--- config.mk ---
export PLATFORM = sky130hd
export DESIGN_NAME = cache_mem_arbiter
export DESIGN_NICKNAME = d
export VERILOG_FILES = /design/src/rtl/cache_mem_arbiter.sv
export SDC_FILE = /design/constraint.sdc
export NUM_CORES = 1
export LEC_CHECK = 0
export ABC_AREA = 0
export ABC_CLOCK_PERIOD_IN_PS = 21100
export CAP_MARGIN = 25
export CORE_AREA = 3 3 532 534
export DETAILED_ROUTE_END_ITERATION = 8
export DIE_AREA = 0 0 535 537
export PLACE_DENSITY = 0.3
export SYNTH_ARGS = -nofsm -noshare
export SYNTH_HDL_FRONTEND = slang
export SYNTH_SLANG_ARGS = --single-unit
--- constraint.sdc ---
create_clock -name clk -period 21.1 [get_ports clk]
set_input_delay 4.22 -clock clk [delete_from_list [all_inputs] [get_ports clk]]
set_output_delay 4.22 -clock clk [all_outputs]
set_load 0.02 [all_outputs]
--- src/rtl/cache_mem_arbiter.sv ---
// Shares one line-wide memory port between icache and dcache.
// Dcache wins by default; a bounded streak lets a waiting icache in.
module cache_mem_arbiter #(
    parameter int LINE_WIDTH   = 256,
    parameter int MAX_D_STREAK = 4
) (
    input  logic                  clk,
    input  logic                  rst,
    input  logic                  i_pmem_read,
    input  logic [31:0]           i_pmem_address,
    output logic [LINE_WIDTH-1:0] i_pmem_rdata,
    output logic                  i_pmem_resp,
    input  logic                  d_pmem_read,
    input  logic                  d_pmem_write,
    input  logic [31:0]           d_pmem_address,
    input  logic [LINE_WIDTH-1:0] d_pmem_wdata,
    output logic [LINE_WIDTH-1:0] d_pmem_rdata,
    output logic                  d_pmem_resp,
    output logic                  pmem_read,
    output logic                  pmem_write,
    output logic [31:0]           pmem_address,
    output logic [LINE_WIDTH-1:0] pmem_wdata,
    input  logic [LINE_WIDTH-1:0] pmem_rdata,
    input  logic                  pmem_resp,
    output logic                  arb_busy
);
    localparam int SW = $clog2(MAX_D_STREAK + 1);
    localparam logic [SW-1:0] STREAK_MAX = SW'(MAX_D_STREAK);

    typedef enum logic [1:0] {
        IDLE,
        I_BUSY,
        D_BUSY,
        TURN
    } state_t;

    state_t                r_state;
    state_t                w_state_nxt;
    logic [SW-1:0]         r_streak;
    logic [SW-1:0]         w_streak_nxt;
    logic [31:0]           r_addr;
    logic [31:0]           w_addr_nxt;
    logic                  r_we;
    logic                  w_we_nxt;
    logic [LINE_WIDTH-1:0] r_wdata;
    logic [LINE_WIDTH-1:0] w_wdata_nxt;
    logic                  w_d_req;
    logic                  w_i_starved;
    logic                  w_busy;

    assign w_d_req     = d_pmem_read | d_pmem_write;
    assign w_i_starved = i_pmem_read && (r_streak == STREAK_MAX);
    assign w_busy      = (r_state == I_BUSY) || (r_state == D_BUSY);

    always_comb begin
        w_state_nxt  = r_state;
        w_streak_nxt = r_streak;
        w_addr_nxt   = r_addr;
        w_we_nxt     = r_we;
        w_wdata_nxt  = r_wdata;
        unique case (r_state)
            IDLE: begin
                if (w_d_req && !w_i_starved) begin
                    w_state_nxt = D_BUSY;
                    w_addr_nxt  = d_pmem_address;
                    // a write beats a read if both are (illegally) raised
                    w_we_nxt    = d_pmem_write;
                    w_wdata_nxt = d_pmem_wdata;
                    if (!i_pmem_read) begin
                        w_streak_nxt = '0;
                    end else if (r_streak != STREAK_MAX) begin
                        w_streak_nxt = r_streak + 1'b1;
                    end
                end else if (i_pmem_read) begin
                    w_state_nxt  = I_BUSY;
                    w_addr_nxt   = i_pmem_address;
                    w_we_nxt     = 1'b0;
                    w_wdata_nxt  = '0;
                    w_streak_nxt = '0;
                end
            end
            I_BUSY, D_BUSY: begin
                if (pmem_resp) begin
                    w_state_nxt = TURN;
                end
            end
            TURN: begin
                w_state_nxt = IDLE;
            end
            default: begin
                w_state_nxt = IDLE;
            end
        endcase
    end

    always_ff @(posedge clk or posedge rst) begin
        if (rst) begin
            r_state  <= IDLE;
            r_streak <= '0;
            r_addr   <= '0;
            r_we     <= 1'b0;
            r_wdata  <= '0;
        end else begin
            r_state  <= w_state_nxt;
            r_streak <= w_streak_nxt;
            r_addr   <= w_addr_nxt;
            r_we     <= w_we_nxt;
            r_wdata  <= w_wdata_nxt;
        end
    end

    assign pmem_read    = w_busy && !r_we;
    assign pmem_write   = w_busy && r_we;
    assign pmem_address = r_addr;
    assign pmem_wdata   = r_wdata;
    assign arb_busy     = (r_state != IDLE);
    assign i_pmem_resp  = (r_state == I_BUSY) && pmem_resp;
    assign d_pmem_resp  = (r_state == D_BUSY) && pmem_resp;
    assign i_pmem_rdata = pmem_rdata;
    assign d_pmem_rdata = pmem_rdata;

    a_d_onehot : assert property (
        @(posedge clk) disable iff (rst) !(d_pmem_read && d_pmem_write)
    ) else $error("dcache raised read and write together");

endmodule

# Yosys cells after proc, flatten, opt, wreduce, memory -nomap -nowiden
# Cells that the tools add are included.
[word_totals]
romBits = 0
reg_bits = 294
n_memories = 0
latchBits = 0
out_inout_bits = 805
ramBits = 0
input_bits = 582
wordCells = 45
[classes]
add_sub_neg = 1
shifts = 0
eq_ne = 8
mux = 14
div_mod_pow = 0
magnitude_cmp = 0
n_bitwise = 1
multipliers = 0
reduce_logical = 16
[ops]
columns = ["operator", "count"]
rows = [
  ["$mux 256", 2],
  ["$mux 32", 2],
  ["$mux 3", 4],
  ["$logic_and 1x1->1", 6],
  ["$mux 2", 3],
  ["$ne 3x3->1 const B", 2],
  ["$pmux 2 s3", 1],
  ["$eq 2x2->1 const B", 2],
  ["$reduce_and 2->1", 2],
  ["$reduce_bool 2->1", 2],
  ["$add 3x1->3 const B", 1],
  ["$eq 3x3->1 const B", 1],
  ["$ne 3x2->1 const B", 1],
  ["$reduce_and 3->1", 1],
  ["$eq 2x1->1 const B", 1],
  ["$logic_not 1->1", 2],
  ["$logic_not 2->1", 1],
  ["$mux 1", 2],
  ["$ne 2x2->1 const B", 1],
  ["$reduce_or 2->1", 1],
  ["$logic_or 1x1->1", 1],
  ["$or 1x1->1", 1],
]

# Logic depth before layout (Yosys ltp)
[logic_depth]
depth_word = 6
depth_mapped = 8
depth_no_buf = 5

# Least setup slack after synthesis
# OpenSTA, ideal clock, no wires.
[synth_timing]
kind = "input port to output port"
start = "input port pmem_resp"
end = "output port d_pmem_resp"
arrival_time_ns = 4.436
path_buffers = 0
slack_ns = 12.444
t_required_ns = 16.880
stages = 1
path_cell_list = "and2_1"
[synth_between]
elab_chain_len = 1
[synth_lines]
columns = ["item", "line_no", "source"]
rows = [
  ["from (decl)", "24", "input logic pmem_resp,"],
  ["$logic_and 1x1->1", "118", "assign d_pmem_resp = (r_state == D_BUSY) && pmem_resp;"],
  ["to (decl)", "18", "output logic d_pmem_resp,"],
]
# Every way passes these cells.

# Worst setup path after layout
[layout_timing]
start = "input port pmem_resp"
end = "output port i_pmem_resp"
[layout_between]
elab_chain_len = 1
[layout_lines]
columns = ["item", "line_no", "source"]
rows = [
  ["$logic_and 1x1->1", "117", "assign i_pmem_resp = (r_state == I_BUSY) && pmem_resp;"],
  ["to (decl)", "12", "output logic i_pmem_resp,"],
]
# Every way passes these cells.

==> flow_metrics.py <==
metrics = {
    "cts": {
        "cts_resized": 0,
        "cts-root-buf": "clkbuf_16",
        "cts_tree": "built",
        "cts_max_level": 2,
        "clkTransAtPathRegs_ps": 60,
        "cts_buffers": 49,
        "clock_path_buffers": 3,
        "postCtsHoldBufs": 0,
        "clock_latency_ps": 690,
        "cts.sinks": 294,
        "postCtsSetupBuffers": 0,
    },
    "synthesis": {
        "syn_nets": 1894,
        "ys_top_cells_by_count": "buf_4 (518), dfrtp_1 (294), a22o_1 (257)",
        "synth_top_area_frac": 0.500,
        "synth_edf_count": 0,
        "syn_inst": 1307,
        "async_reset_ff_frac": 1.00,
        "ys_types": 29,
        "yosys_most_used_dff": "dfrtp_1",
        "yosys-top-cells-area": "dfrtp_1 (50%), buf_4 (26%), a22o_1 (15%)",
        "syn_avg_cell_area_um2": 11.3,
        "synth_most_common_cell": "buf_4",
        "synth-seq-cells": 294,
        "yosys.area.top_type": "dfrtp_1",
        "syn_area_um2": 14700,
        "synth_warnings": 0,
        "seq_area_frac_synth": 0.500,
    },
    "power": {
        "p_leak_nw": 8.15,
        "combPwrFrac": 0.514,
        "seq_power_share": 0.255,
        "p_switching_mw": 1.78,
        "power.density_nw_per_um2": 168,
        "vdd_drop_max_v": 0.0000548,
        "p_clk_frac": 0.231,
        "p_int_mw": 2.13,
        "switching_share": 0.455,
    },
    "global_route": {
        "globalRouteMet3Util": 0.0828,
        "grt_use_met1": 0.0873,
        "grt.met2_usage": 0.128,
        "grt.busiest_layer": "met2",
        "grt_max_degree": 79,
        "grt_pass1_vias": 11700,
        "antenna_found_initial": 84,
        "grt_first_pass_wirelength_mm": 161,
        "grt-ovfl-total": 0,
        "grt.total_usage": 0.0901,
    },
    "die": {
        "dieWidth_um": 535,
        "rows": 194,
        "core_area_um2": 279000,
        "die_height_um": 537,
        "start_util": 0.0528,
        "die_area_um2": 287000,
        "num_io_pins": 1387,
    },
    "worst_setup_path": {
        "r2r_start": "r_streak[0]",
        "crit_required_ps": 16880,
        "crit_type": "input pin to output pin",
        "rrSetupSlack_ps": 17620,
        "cp_max_fo": 4,
        "endpoint_kind": "output pin",
        "cp-start-kind": "input pin",
        "crit_arrival_ps": 6430,
        "timing.rr.end": "pmem_wdata[86]",
        "reg2regPathDepth": 8,
    },
    "layout": {
        "final_util": 0.0834,
        "fillers": 32200,
        "stdcell_area_um2": 23300,
        "multiInputGateArea_um2": 3150,
        "areaGrowthSynthToFinish_pct": 58.1,
        "regArea_um2": 7360,
        "drive_above_1_share": 0.0742,
        "layout.nets": 1990,
    },
    "route": {
        "drtPass1Iterations": 5,
        "vias": 10900,
        "vias_per_cell": 2.11,
        "drtIter0Drc": 587,
        "wl_per_cell_um": 26.1,
        "antenna_left": 0,
        "drt_wl_total_mm": 135,
        "drc": 0,
    },
    "timing": {
        "worstMarginPinSlew_ps": 1020,
        "finalClockSkew_ps": 45.2,
        "setup_ws_ps": 10450,
        "final_hold_viol_count": 0,
        "drv_slew": 0,
        "min_period_ps": 10650,
        "fmax_ghz": 0.0939,
        "final-setup-viol-count": 0,
        "hold_ws_ps": 499,
        "min_period_over_period": 0.505,
        "rsz0062_at_grt": "no",
        "setup-tns-final_ps": 0,
        "slew_headroom": 0.321,
    },
    "worst_hold_path": {
        "min_from": "pmem_wdata[207]",
        "hold_path.class": "register to register",
        "min_path_cells": 1,
        "hold-path-endpoint": "pmem_wdata[207]",
    },
    "placed_design": {
        "pre_cts_ws_ps": 10290,
        "dp_hpwl_mm": 114,
        "place.gp.congestion": 0.716,
        "placed_cell_area_um2": 21500,
        "portBuffers": 618,
    },
    "run": {
        "cap_violations": 0,
    },
    "status": {
        "outcome": "complete, no violations",
    },
}
## layout make-up
type | instances | share of cell area
well taps | 3724 | 0.200
diodes | 7 | 0.000753
repair buffers | 636 | 0.272
flip-flops and latches | 294 | 0.316
inverters | 6 | 0.00129
multi-input cells | 416 | 0.135
clock buffers | 64 | 0.0581
clock inverters | 27 | 0.0165
## critical path, cell delays in order
cell	delay [ps]
clkdlybuf4s50_1	870
and2_1	550
clkdlybuf4s50_1	750
## kinds of logic (layout without fill, tap and decap cells)
kind of cell	count (synthesis)	count (layout)	synth area share
DFF	294	294	0.500
and+or+nand+nor	47	47	0.0146
adders and majority gates	5	5	0.00425
buffers and inverters	597	733	0.287
AOI/OAI and AO/OA	364	364	0.194
other	0	7	0
## through the flow
stage | total power [mW] | cells
floorplan | 1.93 | 1307
CTS | 4.08 | 5167
detailed placement | 3.11 | 5076
global route | 4.22 | 5169
global placement | 3.12 | 5076
finish | 3.91 | 5174
## metal layers
| layer | wire length [um] | vias to the layer above |
|---|---|---|
| met5 | 700 | - |
| met4 | 7690 | 24 |
| met3 | 27400 | 469 |
| met2 | 54000 | 1085 |
| met1 | 45200 | 5017 |
| li1 | - | 4300 |
## flip-flops by register name, indices dropped and copies added, names as in the netlist
register and cells:
r_we 1, pmem_address 32, r_state 2, r_streak 3, pmem_wdata 256
## worst max path at each step
stage	to	startpoint	slack (ps)
after floorplan	pmem_address[0]	rst	8760
after global placement	i_pmem_resp	pmem_resp	10280
after detailed placement	i_pmem_resp	pmem_resp	10290
after CTS	i_pmem_resp	pmem_resp	10290
after global routing	i_pmem_resp	pmem_resp	10410
final	i_pmem_resp	pmem_resp	10450
## layout by cell type (no fill, tap or decap), types with 2 or more instances in the layout
| cell | netlist | routed |
|---|---|---|
| clkdlybuf4s50_1 | 0 | 618 |
| dfrtp_1 | 294 | 294 |
| a22o_1 | 257 | 257 |
| clkbuf_16 | 0 | 49 |
| o21ai_0 | 34 | 34 |
| nor2_1 | 35 | 34 |
| a31oi_1 | 32 | 32 |
| a21oi_1 | 32 | 32 |
| buf_4 | 518 | 18 |
| clkbuf_1 | 36 | 8 |
| diode_2 | 0 | 7 |
| clkinvlp_4 | 0 | 7 |
| clkinv_2 | 0 | 7 |
| clkbuf_8 | 0 | 7 |
| bufinv_16 | 0 | 7 |
| inv_1 | 6 | 5 |
| ha_1 | 5 | 5 |
| and2_1 | 3 | 3 |
| inv_6 | 0 | 3 |
| nor2b_1 | 2 | 2 |
| a32o_1 | 2 | 2 |
## power groups by stage
stage	Sequential [mW]	Clock (mW)	Combinational [mW]
2_1_floorplan	1.29	0	0.644
6_report	0.997	0.903	2.01
3_5_place_dp	1.00	0	2.10
5_1_grt	1.03	0.974	2.21
3_3_place_gp	1.00	0	2.12
4_1_cts	1.00	0.963	2.11
No activity file was read; power rests on OpenSTA's default activity.
